==> config.mk <==
export PLATFORM = sky130hd
export DESIGN_NAME = vp_frame_ctrl
export DESIGN_NICKNAME = d
export VERILOG_FILES = /design/src/rtl/vp_pkg.sv /design/src/rtl/vp_timing_mon.sv /design/src/rtl/vp_frame_ctrl.sv
export SDC_FILE = /design/constraint.sdc
export NUM_CORES = 1
export LEC_CHECK = 0
export CAP_MARGIN = 20
export CELL_PAD_IN_SITES_DETAIL_PLACEMENT = 0
export CELL_PAD_IN_SITES_GLOBAL_PLACEMENT = 1
export CORE_ASPECT_RATIO = 1.4
export CORE_MARGIN = 8
export CORE_UTILIZATION = 49
export CTS_BUF_LIST = sky130_fd_sc_hd__clkbuf_8
export DETAILED_ROUTE_END_ITERATION = 16
export DONT_BUFFER_PORTS = 1
export HOLD_SLACK_MARGIN = 0.02
export PLACE_DENSITY = 0.84
export SETUP_SLACK_MARGIN = 0.05
export SYNTH_ARGS = -nofsm -noshare
export SYNTH_HDL_FRONTEND = slang
export SYNTH_HIERARCHICAL = 1
export SYNTH_SLANG_ARGS = --single-unit
==> constraint.sdc <==
create_clock -name clk_i -period 2.6 [get_ports clk_i]
set_input_delay 0.26 -clock clk_i [delete_from_list [all_inputs] [get_ports clk_i]]
set_output_delay 0.26 -clock clk_i [all_outputs]
set_load 0.01 [all_outputs]
==> src/rtl/vp_pkg.sv <==
// Shared definitions for the DVP filler controller: register map, bit positions
// and the frame-control FSM encoding.
package vp_pkg;

    localparam logic [1:0] ADDR_CTRL       = 2'd0;
    localparam logic [1:0] ADDR_STATUS     = 2'd1;
    localparam logic [1:0] ADDR_LAST_WIDTH = 2'd2;
    localparam logic [1:0] ADDR_LAST_LINES = 2'd3;

    localparam int CTRL_FILL_BIT = 0;
    localparam int CTRL_RUN_BIT  = 1;

    localparam int STAT_ACTIVE_BIT = 0;
    localparam int STAT_SHORT_BIT  = 1;
    localparam int STAT_LONG_BIT   = 2;
    localparam int STAT_VCNT_BIT   = 3;

    typedef enum logic [1:0] {
        ST_IDLE   = 2'd0,
        ST_SYNC   = 2'd1,
        ST_ACTIVE = 2'd2,
        ST_DRAIN  = 2'd3
    } vp_state_e;

endpackage

==> src/rtl/vp_timing_mon.sv <==
// Watches the incoming DE stream: measures line width and lines per frame and
// emits single-cycle error pulses; the sticky error bits live in the parent.
module vp_timing_mon
    import vp_pkg::*;
#(
    parameter int H_DISP = 1280,
    parameter int V_DISP = 720,
    parameter int CNT_W  = 12
) (
    input  logic             clk_i,
    input  logic             rst_i,
    input  logic             pre_de_i,
    input  logic             vs_rise_i,
    output logic [CNT_W-1:0] last_width_o,
    output logic [CNT_W-1:0] last_lines_o,
    output logic             short_p_o,
    output logic             long_p_o,
    output logic             vcnt_p_o
);

    localparam logic [CNT_W-1:0] CNT_MAX = '1;
    localparam logic [CNT_W-1:0] H_EXP   = CNT_W'(H_DISP);
    localparam logic [CNT_W-1:0] V_EXP   = CNT_W'(V_DISP);

    logic             de_d_q;
    logic             de_fall;
    logic [CNT_W-1:0] wcnt_q, wcnt_d;
    logic [CNT_W-1:0] lcnt_q, lcnt_d;
    logic [CNT_W-1:0] lw_q, lw_d;
    logic [CNT_W-1:0] ll_q, ll_d;

    always_comb begin
        de_fall   = de_d_q & ~pre_de_i;
        wcnt_d    = wcnt_q;
        lcnt_d    = lcnt_q;
        lw_d      = lw_q;
        ll_d      = ll_q;
        short_p_o = 1'b0;
        long_p_o  = 1'b0;
        vcnt_p_o  = 1'b0;

        if (pre_de_i) begin
            if (wcnt_q != CNT_MAX) wcnt_d = wcnt_q + CNT_W'(1);
        end else if (de_fall) begin
            lw_d      = wcnt_q;
            short_p_o = (wcnt_q < H_EXP);
            long_p_o  = (wcnt_q > H_EXP);
            wcnt_d    = '0;
            if (lcnt_q != CNT_MAX) lcnt_d = lcnt_q + CNT_W'(1);
        end

        // A line ending in the same cycle as the VS edge still belongs to the closing frame.
        if (vs_rise_i) begin
            ll_d     = lcnt_d;
            vcnt_p_o = (lcnt_d != V_EXP) && (lcnt_d != '0);
            lcnt_d   = '0;
        end
    end

    always_ff @(posedge clk_i) begin
        if (rst_i) begin
            de_d_q <= 1'b0;
            wcnt_q <= '0;
            lcnt_q <= '0;
            lw_q   <= '0;
            ll_q   <= '0;
        end else begin
            de_d_q <= pre_de_i;
            wcnt_q <= wcnt_d;
            lcnt_q <= lcnt_d;
            lw_q   <= lw_d;
            ll_q   <= ll_d;
        end
    end

    assign last_width_o = lw_q;
    assign last_lines_o = ll_q;

endmodule

==> src/rtl/vp_frame_ctrl.sv <==
// Frame-synchronous filler controller: register file, sticky errors and the
// FSM that only changes the filler enable on a vertical-sync rising edge.
module vp_frame_ctrl
    import vp_pkg::*;
#(
    parameter int H_DISP = 1280,
    parameter int V_DISP = 720,
    parameter int CNT_W  = 12
) (
    input  logic        clk_i,
    input  logic        rst_i,
    input  logic        pre_vs_i,
    input  logic        pre_de_i,
    input  logic        cfg_we_i,
    input  logic [1:0]  cfg_addr_i,
    input  logic [15:0] cfg_wdata_i,
    output logic [15:0] cfg_rdata_o,
    output logic        fill_en_o,
    output logic        frame_start_o,
    output logic        err_irq_o,
    output vp_state_e   dbg_state_o
);

    // Config port: cfg_we_i is a single-cycle write strobe with no back-pressure;
    // cfg_rdata_o is valid one cycle after cfg_addr_i is presented.

    vp_state_e        state_q, state_d;
    logic             vs_d_q, vs_rise_q;
    logic             fill_sh_q, fill_sh_d;
    logic             frame_start_q, frame_start_d;
    logic [1:0]       ctrl_q, ctrl_d;
    logic [2:0]       sticky_q, sticky_d;
    logic [15:0]      rdata_q, rdata_d;
    logic [2:0]       w1c;
    logic [2:0]       err_set;
    logic             active;
    logic             fill_req, run_req;
    logic [CNT_W-1:0] last_width, last_lines;
    logic             short_p, long_p, vcnt_p;
    logic             unused_wdata;

    assign unused_wdata = ^cfg_wdata_i[15:4];

    vp_timing_mon #(
        .H_DISP (H_DISP),
        .V_DISP (V_DISP),
        .CNT_W  (CNT_W)
    ) u_mon (
        .clk_i        (clk_i),
        .rst_i        (rst_i),
        .pre_de_i     (pre_de_i),
        .vs_rise_i    (vs_rise_q),
        .last_width_o (last_width),
        .last_lines_o (last_lines),
        .short_p_o    (short_p),
        .long_p_o     (long_p),
        .vcnt_p_o     (vcnt_p)
    );

    assign fill_req = ctrl_q[CTRL_FILL_BIT];
    assign run_req  = ctrl_q[CTRL_RUN_BIT];
    assign active   = (state_q == ST_ACTIVE) || (state_q == ST_DRAIN);

    always_comb begin
        state_d       = state_q;
        fill_sh_d     = fill_sh_q;
        frame_start_d = 1'b0;
        unique case (state_q)
            ST_IDLE: begin
                fill_sh_d = 1'b0;
                if (run_req) state_d = ST_SYNC;
            end
            ST_SYNC: begin
                if (!run_req) begin
                    state_d = ST_IDLE;
                end else if (vs_rise_q) begin
                    state_d       = ST_ACTIVE;
                    fill_sh_d     = fill_req;
                    frame_start_d = 1'b1;
                end
            end
            ST_ACTIVE: begin
                if (vs_rise_q) begin
                    fill_sh_d     = fill_req;
                    frame_start_d = 1'b1;
                end
                if (!run_req) state_d = ST_DRAIN;
            end
            ST_DRAIN: begin
                if (vs_rise_q) begin
                    state_d       = ST_IDLE;
                    fill_sh_d     = 1'b0;
                    frame_start_d = 1'b1;
                end
            end
            default: state_d = ST_IDLE;
        endcase
    end

    always_comb begin
        ctrl_d = ctrl_q;
        if (cfg_we_i && (cfg_addr_i == ADDR_CTRL)) ctrl_d = cfg_wdata_i[1:0];

        w1c = 3'b000;
        if (cfg_we_i && (cfg_addr_i == ADDR_STATUS)) w1c = cfg_wdata_i[STAT_VCNT_BIT:STAT_SHORT_BIT];

        // Set beats clear so an error landing on a W1C write is never lost.
        err_set  = (state_q != ST_IDLE) ? {vcnt_p, long_p, short_p} : 3'b000;
        sticky_d = (sticky_q & ~w1c) | err_set;

        rdata_d = '0;
        unique case (cfg_addr_i)
            ADDR_CTRL:   rdata_d[1:0] = ctrl_q;
            ADDR_STATUS: begin
                rdata_d[STAT_ACTIVE_BIT] = active;
                rdata_d[STAT_SHORT_BIT]  = sticky_q[0];
                rdata_d[STAT_LONG_BIT]   = sticky_q[1];
                rdata_d[STAT_VCNT_BIT]   = sticky_q[2];
            end
            ADDR_LAST_WIDTH: rdata_d[CNT_W-1:0] = last_width;
            ADDR_LAST_LINES: rdata_d[CNT_W-1:0] = last_lines;
            default: rdata_d = '0;
        endcase
    end

    always_ff @(posedge clk_i) begin
        if (rst_i) begin
            state_q       <= ST_IDLE;
            vs_d_q        <= 1'b0;
            vs_rise_q     <= 1'b0;
            fill_sh_q     <= 1'b0;
            frame_start_q <= 1'b0;
            ctrl_q        <= '0;
            sticky_q      <= '0;
            rdata_q       <= '0;
        end else begin
            state_q       <= state_d;
            vs_d_q        <= pre_vs_i;
            vs_rise_q     <= pre_vs_i & ~vs_d_q;
            fill_sh_q     <= fill_sh_d;
            frame_start_q <= frame_start_d;
            ctrl_q        <= ctrl_d;
            sticky_q      <= sticky_d;
            rdata_q       <= rdata_d;
        end
    end

    assign fill_en_o     = active & fill_sh_q;
    assign frame_start_o = frame_start_q;
    assign err_irq_o     = |sticky_q;
    assign cfg_rdata_o   = rdata_q;
    assign dbg_state_o   = state_q;

endmodule

After elaboration in Yosys (flattened, before gate mapping)

Index checks and enable logic that the tools add are counted.

Register bits after elaboration: 76
Input bits: 23
Output and inout port bits: 21
Logic and storage cells: 86

Add/sub/neg operators: 2
Magnitude comparators: 2
Equal/unequal tests: 15
Muxes and demuxes: 29
Bitwise logic cells: 8
Reductions and logical operators: 16

Operators by type and width:

| operator                                                         | count |
|---|---|
| two-way mux 12 bit                                               | 6 |
| adder 12 x 1 -> 12 bit (second input constant)                   | 2 |
| inequality test 12 bit (second input constant)                   | 2 |
| case mux 2 bit (4 select lines)                                  | 2 |
| case mux 8 bit (2 select lines)                                  | 1 |
| greater-than comparator 12 x 11 -> 1 bit (second input constant) | 1 |
| less-than comparator 12 x 11 -> 1 bit (second input constant)    | 1 |
| inequality test 12 x 10 -> 1 bit (second input constant)         | 1 |
| nonzero test 12 bit                                              | 1 |
| two-way mux 1 bit                                                | 10 |
| two-way mux 2 bit                                                | 5 |
| equality test 2 bit (second input constant)                      | 4 |
| inequality test 2 bit (second input constant)                    | 4 |
| two-way mux 3 bit                                                | 2 |
| case mux 2 bit (3 select lines)                                  | 1 |
| AND reduction 2 bit                                              | 3 |
| equality test 2 x 1 -> 1 bit (second input constant)             | 2 |
| logical NOT 2 bit                                                | 2 |
| case mux 1 bit (4 select lines)                                  | 1 |
| AND reduction 4 bit                                              | 1 |
| nonzero test 2 bit                                               | 2 |
| OR reduction 2 bit                                               | 2 |
| AND 1 bit                                                        | 3 |
| AND 3 bit                                                        | 1 |
| other kinds (9)                                                  | 12 |

Depth between registers and ports, before layout

Gate-level depths: netlist of run 1.

Depth in word-level cells: 9
Mapped depth: 10
Mapped depth without buffers: 10

Hierarchy

Netlist of run 1, hierarchy kept.

By module, submodules not included:

| module        | instances | cells each | area an instance (um^2) | sequential area each (um^2) |
|---|---|---|---|---|
| vp_timing_mon | 1         | 296        | 2,402.3                 | 980.9 |
| vp_frame_ctrl | 1         | 115        | 1,083.5                 | 460.4 |

Least setup slack after synthesis of run 1

OpenSTA, ideal clock, no wires.

Path type: reg-to-reg
From: register u_mon.de_d_q
To: register sticky_q[2]
Library setup time: 0.128 ns
Data arrival time: 2.101 ns
Required time: 2.472 ns
Path slack: 0.371 ns
Cell stages (with the launch flop): 11
Buffers on the path: 1
Period minus slack after synthesis: 2.229 ns
Cell sequence: dfxtp_1 -> nand2b_1 -> buf_2 -> nor3_1 -> mux2_2 -> a2111oi_1 -> a21o_1 -> a41oi_2 -> nor2b_1 -> a21oi_1 -> nor2_1

Longest elaborated chain between the ends: 8
Elaborated cells on any way between the ends: 9
Classes of those cells: 1 x eq/ne; 4 x mux; 2 x bitwise; 2 x reduce/logical

RTL lines:

| what                                                                    | line                 | text |
|---|---|---|
| start, declared                                                         | vp_timing_mon.sv:25  | `logic de_d_q;` |
| start signal, assigned                                                  | vp_timing_mon.sv:68  | `de_d_q <= pre_de_i;` |
| AND 1 bit *                                                             | vp_timing_mon.sv:33  | `de_fall = de_d_q & ~pre_de_i;` |
| two-way mux 12 bit *                                                    | vp_timing_mon.sv:44  | `end else if (de_fall) begin` |
| two-way mux 12 bit *                                                    | vp_timing_mon.sv:42  | `if (pre_de_i) begin` |
| inequality test 12 x 10 -> 1 bit or nonzero test 12 bit (tied branches) | vp_timing_mon.sv:55  | `vcnt_p_o = (lcnt_d != V_EXP) && (lcnt_d != '0);` |
| logical AND 1 bit *                                                     | vp_timing_mon.sv:55  |  |
| two-way mux 1 bit *                                                     | vp_timing_mon.sv:53  | `if (vs_rise_i) begin` |
| named net vcnt_p                                                        | vp_frame_ctrl.sv:39  | `logic short_p, long_p, vcnt_p;` |
| two-way mux 3 bit *                                                     | vp_frame_ctrl.sv:108 | `err_set = (state_q != ST_IDLE) ? {vcnt_p, long_p, short_p} : 3'b000;` |
| OR 3 bit *                                                              | vp_frame_ctrl.sv:109 | `sticky_d = (sticky_q & ~w1c) \| err_set;` |
| end signal, assigned                                                    | vp_frame_ctrl.sv:143 | `sticky_q <= sticky_d;` |
| end, declared                                                           | vp_frame_ctrl.sv:32  | `logic [2:0] sticky_q, sticky_d;` |

The timed path passes the listed nets; every way through them passes the cells marked *.
A chain may end at the register's enable or synchronous reset.

Worst setup path after layout of run 1

From: register u_mon.lcnt_q[1]
To: register sticky_q[2]

Longest elaborated chain between the ends: 9
Elaborated cells on any way between the ends: 11
Classes of those cells: 1 x add/sub; 2 x eq/ne; 5 x mux; 1 x bitwise; 2 x reduce/logical

RTL lines:

| what                                                                    | line                 | text |
|---|---|---|
| start, declared                                                         | vp_timing_mon.sv:28  | `logic [CNT_W-1:0] lcnt_q, lcnt_d;` |
| start signal, assigned                                                  | vp_timing_mon.sv:70  | `lcnt_q <= lcnt_d;` |
| adder 12 x 1 -> 12 bit or inequality test 12 bit (tied branches)        | vp_timing_mon.sv:49  | `if (lcnt_q != CNT_MAX) lcnt_d = lcnt_q + CNT_W'(1);` |
| two-way mux 12 bit                                                      | vp_timing_mon.sv:49  |  |
| two-way mux 12 bit                                                      | vp_timing_mon.sv:44  |  |
| two-way mux 12 bit *                                                    | vp_timing_mon.sv:42  |  |
| inequality test 12 x 10 -> 1 bit or nonzero test 12 bit (tied branches) | vp_timing_mon.sv:55  |  |
| logical AND 1 bit *                                                     | vp_timing_mon.sv:55  |  |
| two-way mux 1 bit *                                                     | vp_timing_mon.sv:53  |  |
| named net vcnt_p                                                        | vp_frame_ctrl.sv:39  |  |
| two-way mux 3 bit *                                                     | vp_frame_ctrl.sv:108 |  |
| OR 3 bit *                                                              | vp_frame_ctrl.sv:109 |  |

Marks and branches as above.

==> results of run 1 <==
## timing repair
item                                   CTS  global route
setup endpoints to repair                0             1
setup buffers                            0             2
resized for setup                        0             8
hold buffers                             1             0
endpoints found under the hold margin   51             0
## report_power, final
group | switching (mW) | internal (mW) | leakage, nW
Clock | 0.417 | 0.494 | 0.107
Combinational | 0.0816 | 0.0556 | 0.647
Sequential | 0.0223 | 1.12 | 0.583
## kinds of logic after synthesis
kind of cell	Yosys count
AOI/OAI and AO/OA	76
xor gates and xnor gates	6
adders and majority gates	9
buffers and inverters	40
DFF	72
muxes	20
other	1
and+or+nand+nor	187
## critical path: cells and delay by family, from the launching register on
| kind | cells | cell delay, ns |
|---|---|---|
| adder cells (fa/ha/maj) | 1 | 0.25 |
| AND/OR/NAND/NOR | 4 | 0.68 |
| buffers and inverters | 1 | 0.22 |
| flip-flops | 1 | 0.40 |
| AO/OA/AOI/OAI | 4 | 0.75 |
## worst max-delay path by stage
| stage | depth (start not counted) | start | end |
|---|---|---|---|
| after CTS | 10 | u_mon/lcnt_q[1] | sticky_q[2] |
| after detailed placement | 10 | u_mon/lcnt_q[1] | sticky_q[2] |
| final | 10 | u_mon/lcnt_q[1] | sticky_q[2] |
| after global placement | 10 | u_mon/lcnt_q[1] | sticky_q[2] |
| after global routing | 10 | u_mon/lcnt_q[1] | sticky_q[2] |
| after floorplan | 10 | u_mon/de_d_q | sticky_q[2] |
## sequential cells by signal, indices dropped and copies added, names as in the netlist, named ones only
signal              flops
cfg_rdata_o            12
ctrl_q                  2
dbg_state_o             1
fill_sh_q               1
frame_start_o           1
sticky_q                3
u_mon/de_d_q            1
u_mon/last_lines_o     12
u_mon/last_width_o     12
u_mon/lcnt_q           12
u_mon/wcnt_q           12
vs_d_q                  1
vs_rise_q               1
## per-layer routing
| layer | wire, µm | track usage, % |
|---|---|---|
| met1 | 3290 | 18.4 |
| met2 | 4260 | 29.2 |
| met3 | 452 | 4.68 |
| met4 | 115 | 6.34 |
| met5 | 0 | 0 |
## cell usage after synthesis (3+ instances only)
cell / number
sky130_fd_sc_hd__a211oi_1: 6
sky130_fd_sc_hd__a21o_1: 3
sky130_fd_sc_hd__a21oi_1: 35
sky130_fd_sc_hd__and3_1: 6
sky130_fd_sc_hd__buf_1: 4
sky130_fd_sc_hd__buf_2: 6
sky130_fd_sc_hd__buf_4: 6
sky130_fd_sc_hd__clkbuf_1: 9
sky130_fd_sc_hd__dfxtp_1: 72
sky130_fd_sc_hd__ha_1: 9
sky130_fd_sc_hd__inv_1: 12
sky130_fd_sc_hd__mux2_2: 4
sky130_fd_sc_hd__mux2i_1: 14
sky130_fd_sc_hd__nand2_1: 42
sky130_fd_sc_hd__nand2b_1: 7
sky130_fd_sc_hd__nand3_1: 13
sky130_fd_sc_hd__nand3b_1: 3
sky130_fd_sc_hd__nand4_1: 4
sky130_fd_sc_hd__nor2_1: 61
sky130_fd_sc_hd__nor2b_1: 11
sky130_fd_sc_hd__nor3_1: 12
sky130_fd_sc_hd__nor3b_1: 4
sky130_fd_sc_hd__nor4_1: 6
sky130_fd_sc_hd__o21ai_0: 9
sky130_fd_sc_hd__o22ai_1: 3
sky130_fd_sc_hd__or2_2: 3
sky130_fd_sc_hd__xnor2_1: 5
## metrics by stage
step                      hold slack [ns]  utilization, %  cell area (µm²)  power [mW]
after detailed placement            0.339            51.5             3570        1.29
after CTS                          0.0568            54.8             3800        2.21
after global routing               0.0640            55.4             3850        2.28
after global placement              0.339            51.5             3570        1.29
final                              0.0716            55.4             3850        2.19
after floorplan                     0.332               -             3500        1.28
## area by class of cell
cell class	instances	area (µm²)
multi-input combinational	302	1880
clock inverter	5	55.1
clock buffer	11	151
fill	681	3090
tap	95	119
sequential	72	1440
inverter	12	45.0
timing repair buffer	18	148
## cells in the final DEF (no fill, tap or decap), types with 3 or more instances in the layout
| master | n |
|---|---|
| sky130_fd_sc_hd__mux2_2 | 4 |
| sky130_fd_sc_hd__nor3_1 | 11 |
| sky130_fd_sc_hd__inv_1 | 13 |
| sky130_fd_sc_hd__nor2b_1 | 11 |
| sky130_fd_sc_hd__conb_1 | 4 |
| sky130_fd_sc_hd__nand2_1 | 42 |
| sky130_fd_sc_hd__nand2b_1 | 7 |
| sky130_fd_sc_hd__a21oi_1 | 35 |
| sky130_fd_sc_hd__nor4_1 | 4 |
| sky130_fd_sc_hd__o22ai_1 | 3 |
| sky130_fd_sc_hd__nand3_1 | 13 |
| sky130_fd_sc_hd__buf_4 | 17 |
| sky130_fd_sc_hd__clkbuf_8 | 11 |
| sky130_fd_sc_hd__nand3b_1 | 3 |
| sky130_fd_sc_hd__and3_1 | 6 |
| sky130_fd_sc_hd__ha_1 | 8 |
| sky130_fd_sc_hd__nor2_1 | 61 |
| sky130_fd_sc_hd__mux2i_1 | 14 |
| sky130_fd_sc_hd__or2_2 | 3 |
| sky130_fd_sc_hd__xnor2_1 | 5 |
| sky130_fd_sc_hd__o21ai_0 | 9 |
| sky130_fd_sc_hd__a211oi_1 | 6 |
| sky130_fd_sc_hd__a21o_1 | 3 |
| sky130_fd_sc_hd__nand4_1 | 4 |
| sky130_fd_sc_hd__nor3b_1 | 4 |
| sky130_fd_sc_hd__dfxtp_1 | 70 |
==> flow_results.xml, run 1 <==
<?xml version="1.0" encoding="UTF-8"?>
<metrics>
  <group name="outcome">
    <metric name="run_status" unit="">complete, no violations</metric>
  </group>
  <group name="routing">
    <metric name="drt-wirelength-per-cell" unit="µm">15.8</metric>
    <metric name="per_cell_via_count_in_the_routed_design" unit="">5.57</metric>
    <metric name="route.antenna.remaining_nets" unit="">0</metric>
    <metric name="finalWirelength" unit="µm">8120</metric>
    <metric name="drt_drc_violations_left" unit="">0</metric>
    <metric name="drt-initial-drc-count" unit="">180</metric>
    <metric name="drt-pass1-iter-count" unit="">5</metric>
    <metric name="route.vias.total" unit="">2867</metric>
  </group>
  <group name="worst_setup_path">
    <metric name="cp_max_fo" unit="">5</metric>
    <metric name="critical_path_arrival" unit="ns">2.64</metric>
    <metric name="slowest_delay" unit="ns">0.40</metric>
    <metric name="worstReg2RegEnd" unit="">sticky_q[2]</metric>
    <metric name="worstSetupPathType" unit="">flop to flop</metric>
    <metric name="setup.worst_path.start_class" unit="">flop</metric>
    <metric name="crit_path_top_delay_cell" unit="">sky130_fd_sc_hd__dfxtp_1</metric>
    <metric name="worstReg2RegStart" unit="">u_mon/lcnt_q[1]</metric>
    <metric name="ff2ff_setup_slack" unit="ns">0.20</metric>
    <metric name="reg2regPathDepth" unit="">10</metric>
    <metric name="cell_chain_of_the_critical_path" unit="">ha_2 &gt; nand4b_1 &gt; buf_4 &gt; o31ai_2 &gt; and3_2 &gt; a21o_1 &gt; a41oi_2 &gt; nor2b_1 &gt; a21oi_1 &gt; nor2_1</metric>
    <metric name="critical_path_required" unit="ns">2.84</metric>
    <metric name="timing.critical_path.to_type" unit="">flop</metric>
  </group>
  <group name="yosys">
    <metric name="synth-compound-area-share" unit="%">14.2</metric>
    <metric name="synth_cell_types" unit="">63</metric>
    <metric name="synth_top_family_by_area" unit="">simple AND/OR/NAND/NOR gates</metric>
    <metric name="synth_ff_type" unit="">sky130_fd_sc_hd__dfxtp_1</metric>
    <metric name="synth_simple_gate_area_share" unit="%">27.2</metric>
    <metric name="synth_xor_xnor_area_share" unit="%">1.51</metric>
    <metric name="yosys.area_share.adder" unit="%">3.23</metric>
    <metric name="synth_cells" unit="">411</metric>
    <metric name="ys_ff_latch" unit="">72</metric>
    <metric name="synth_warnings" unit="">6</metric>
    <metric name="synth_cell_area" unit="mm²">0.00349</metric>
    <metric name="synth-seq-area-share" unit="%">41.3</metric>
    <metric name="muxShareOfSynthArea" unit="%">6.60</metric>
    <metric name="area_share_of_the_largest_cell_type_after_synthesis" unit="%">41.3</metric>
    <metric name="postSynthAreaPerCell" unit="µm²">8.48</metric>
    <metric name="synth_enable_flop_cells" unit="">0</metric>
    <metric name="netlist_top_cells_area" unit="">sky130_fd_sc_hd__dfxtp_1 41%, sky130_fd_sc_hd__nor2_1 6.6%, sky130_fd_sc_hd__a21oi_1 5.0%</metric>
    <metric name="synth_top_area_cell" unit="">sky130_fd_sc_hd__dfxtp_1</metric>
    <metric name="postSynth.asyncResetShare" unit="%">0</metric>
  </group>
  <group name="hold_path">
    <metric name="min_path_cells" unit="">2</metric>
    <metric name="hold_path_class" unit="">primary input to flop</metric>
    <metric name="timing.hold.worst_endpoint" unit="">cfg_rdata_o[2]</metric>
    <metric name="hold_path_start" unit="">cfg_addr_i[1]</metric>
  </group>
  <group name="timing">
    <metric name="fmax" unit="MHz">416</metric>
    <metric name="finalClockSkew" unit="ns">0.00809</metric>
    <metric name="post-route-period-util" unit="%">92.5</metric>
    <metric name="unrepaired_setup_endpoints_after_global_routing" unit="">no</metric>
    <metric name="final-max-slew-violation-count" unit="">0</metric>
    <metric name="final-hold-violation-count" unit="">0</metric>
    <metric name="post_route_setup_tns" unit="ns">0</metric>
    <metric name="minimum_setup_slack_in_the_final_design" unit="ns">0.196</metric>
    <metric name="finalSetupViolations" unit="">0</metric>
    <metric name="finalWorstPathRequiredPeriod" unit="ns">2.40</metric>
  </group>
  <group name="power_and_ir_drop">
    <metric name="power.ir.vdd_worst" unit="V">0.000273</metric>
    <metric name="power_density" unit="mW/mm²">569</metric>
    <metric name="p_leak" unit="nW">1.34</metric>
  </group>
  <group name="place">
    <metric name="dp.cells" unit="">496</metric>
    <metric name="gpl.final_weighted_congestion" unit="">0.935</metric>
    <metric name="place_hpwl" unit="µm">5830</metric>
    <metric name="pre_cts_ws" unit="ns">0.179</metric>
    <metric name="port-buffer-count" unit="">0</metric>
  </group>
  <group name="final_layout">
    <metric name="insertedDiodeCount" unit="">0</metric>
    <metric name="layout-area-overhead-vs-synth" unit="%">10.3</metric>
    <metric name="post_layout_nonfiller_instances" unit="">515</metric>
    <metric name="nets" unit="">447</metric>
    <metric name="drive_above_1_share" unit="%">14.5</metric>
  </group>
  <group name="clock_network">
    <metric name="tritoncts" unit="">yes</metric>
    <metric name="cts-buffers-inserted" unit="">9</metric>
    <metric name="numClockSinks" unit="">72</metric>
    <metric name="clk_transition_reported_paths" unit="ns">0.08</metric>
    <metric name="insertion_delay" unit="ns">0.35</metric>
    <metric name="cts_buffer_depth" unit="">2</metric>
    <metric name="htree_levels" unit="">3</metric>
    <metric name="cts-root-buf" unit="">sky130_fd_sc_hd__clkbuf_8</metric>
  </group>
  <group name="floorplan">
    <metric name="die_area" unit="mm²">0.0101</metric>
    <metric name="core_footprint" unit="mm²">0.00694</metric>
    <metric name="floorplan.rows" unit="">36</metric>
    <metric name="io_pins" unit="">44</metric>
    <metric name="start_util" unit="%">50.3</metric>
    <metric name="chipWidth" unit="µm">87.3</metric>
    <metric name="die_height" unit="µm">116</metric>
  </group>
  <group name="grt">
    <metric name="grt_antenna_before_repair" unit="">0</metric>
    <metric name="first_global_vias" unit="">2701</metric>
    <metric name="grt_start_max_net_pins" unit="">52</metric>
    <metric name="global_route_wire_length_before_repair" unit="µm">13100</metric>
    <metric name="grt_use_total" unit="%">16.6</metric>
    <metric name="gr-total-overflow" unit="">0</metric>
  </group>
  <group name="run">
    <metric name="timing.max_cap.violations" unit="">0</metric>
  </group>
</metrics>
No activity file was read; power rests on OpenSTA's default activity.
==> inputs of run 2 (changes only) <==
--- a/config.mk
+++ b/config.mk
@@ -14,6 +14,7 @@
 export CTS_BUF_LIST = sky130_fd_sc_hd__clkbuf_8
 export DETAILED_ROUTE_END_ITERATION = 16
 export DONT_BUFFER_PORTS = 1
+export GPL_ROUTABILITY_DRIVEN = 0
 export HOLD_SLACK_MARGIN = 0.02
 export PLACE_DENSITY = 0.84
 export SETUP_SLACK_MARGIN = 0.05
==> results of run 2 <==
Final layout, timing and power as in run 1 (identical DEF).
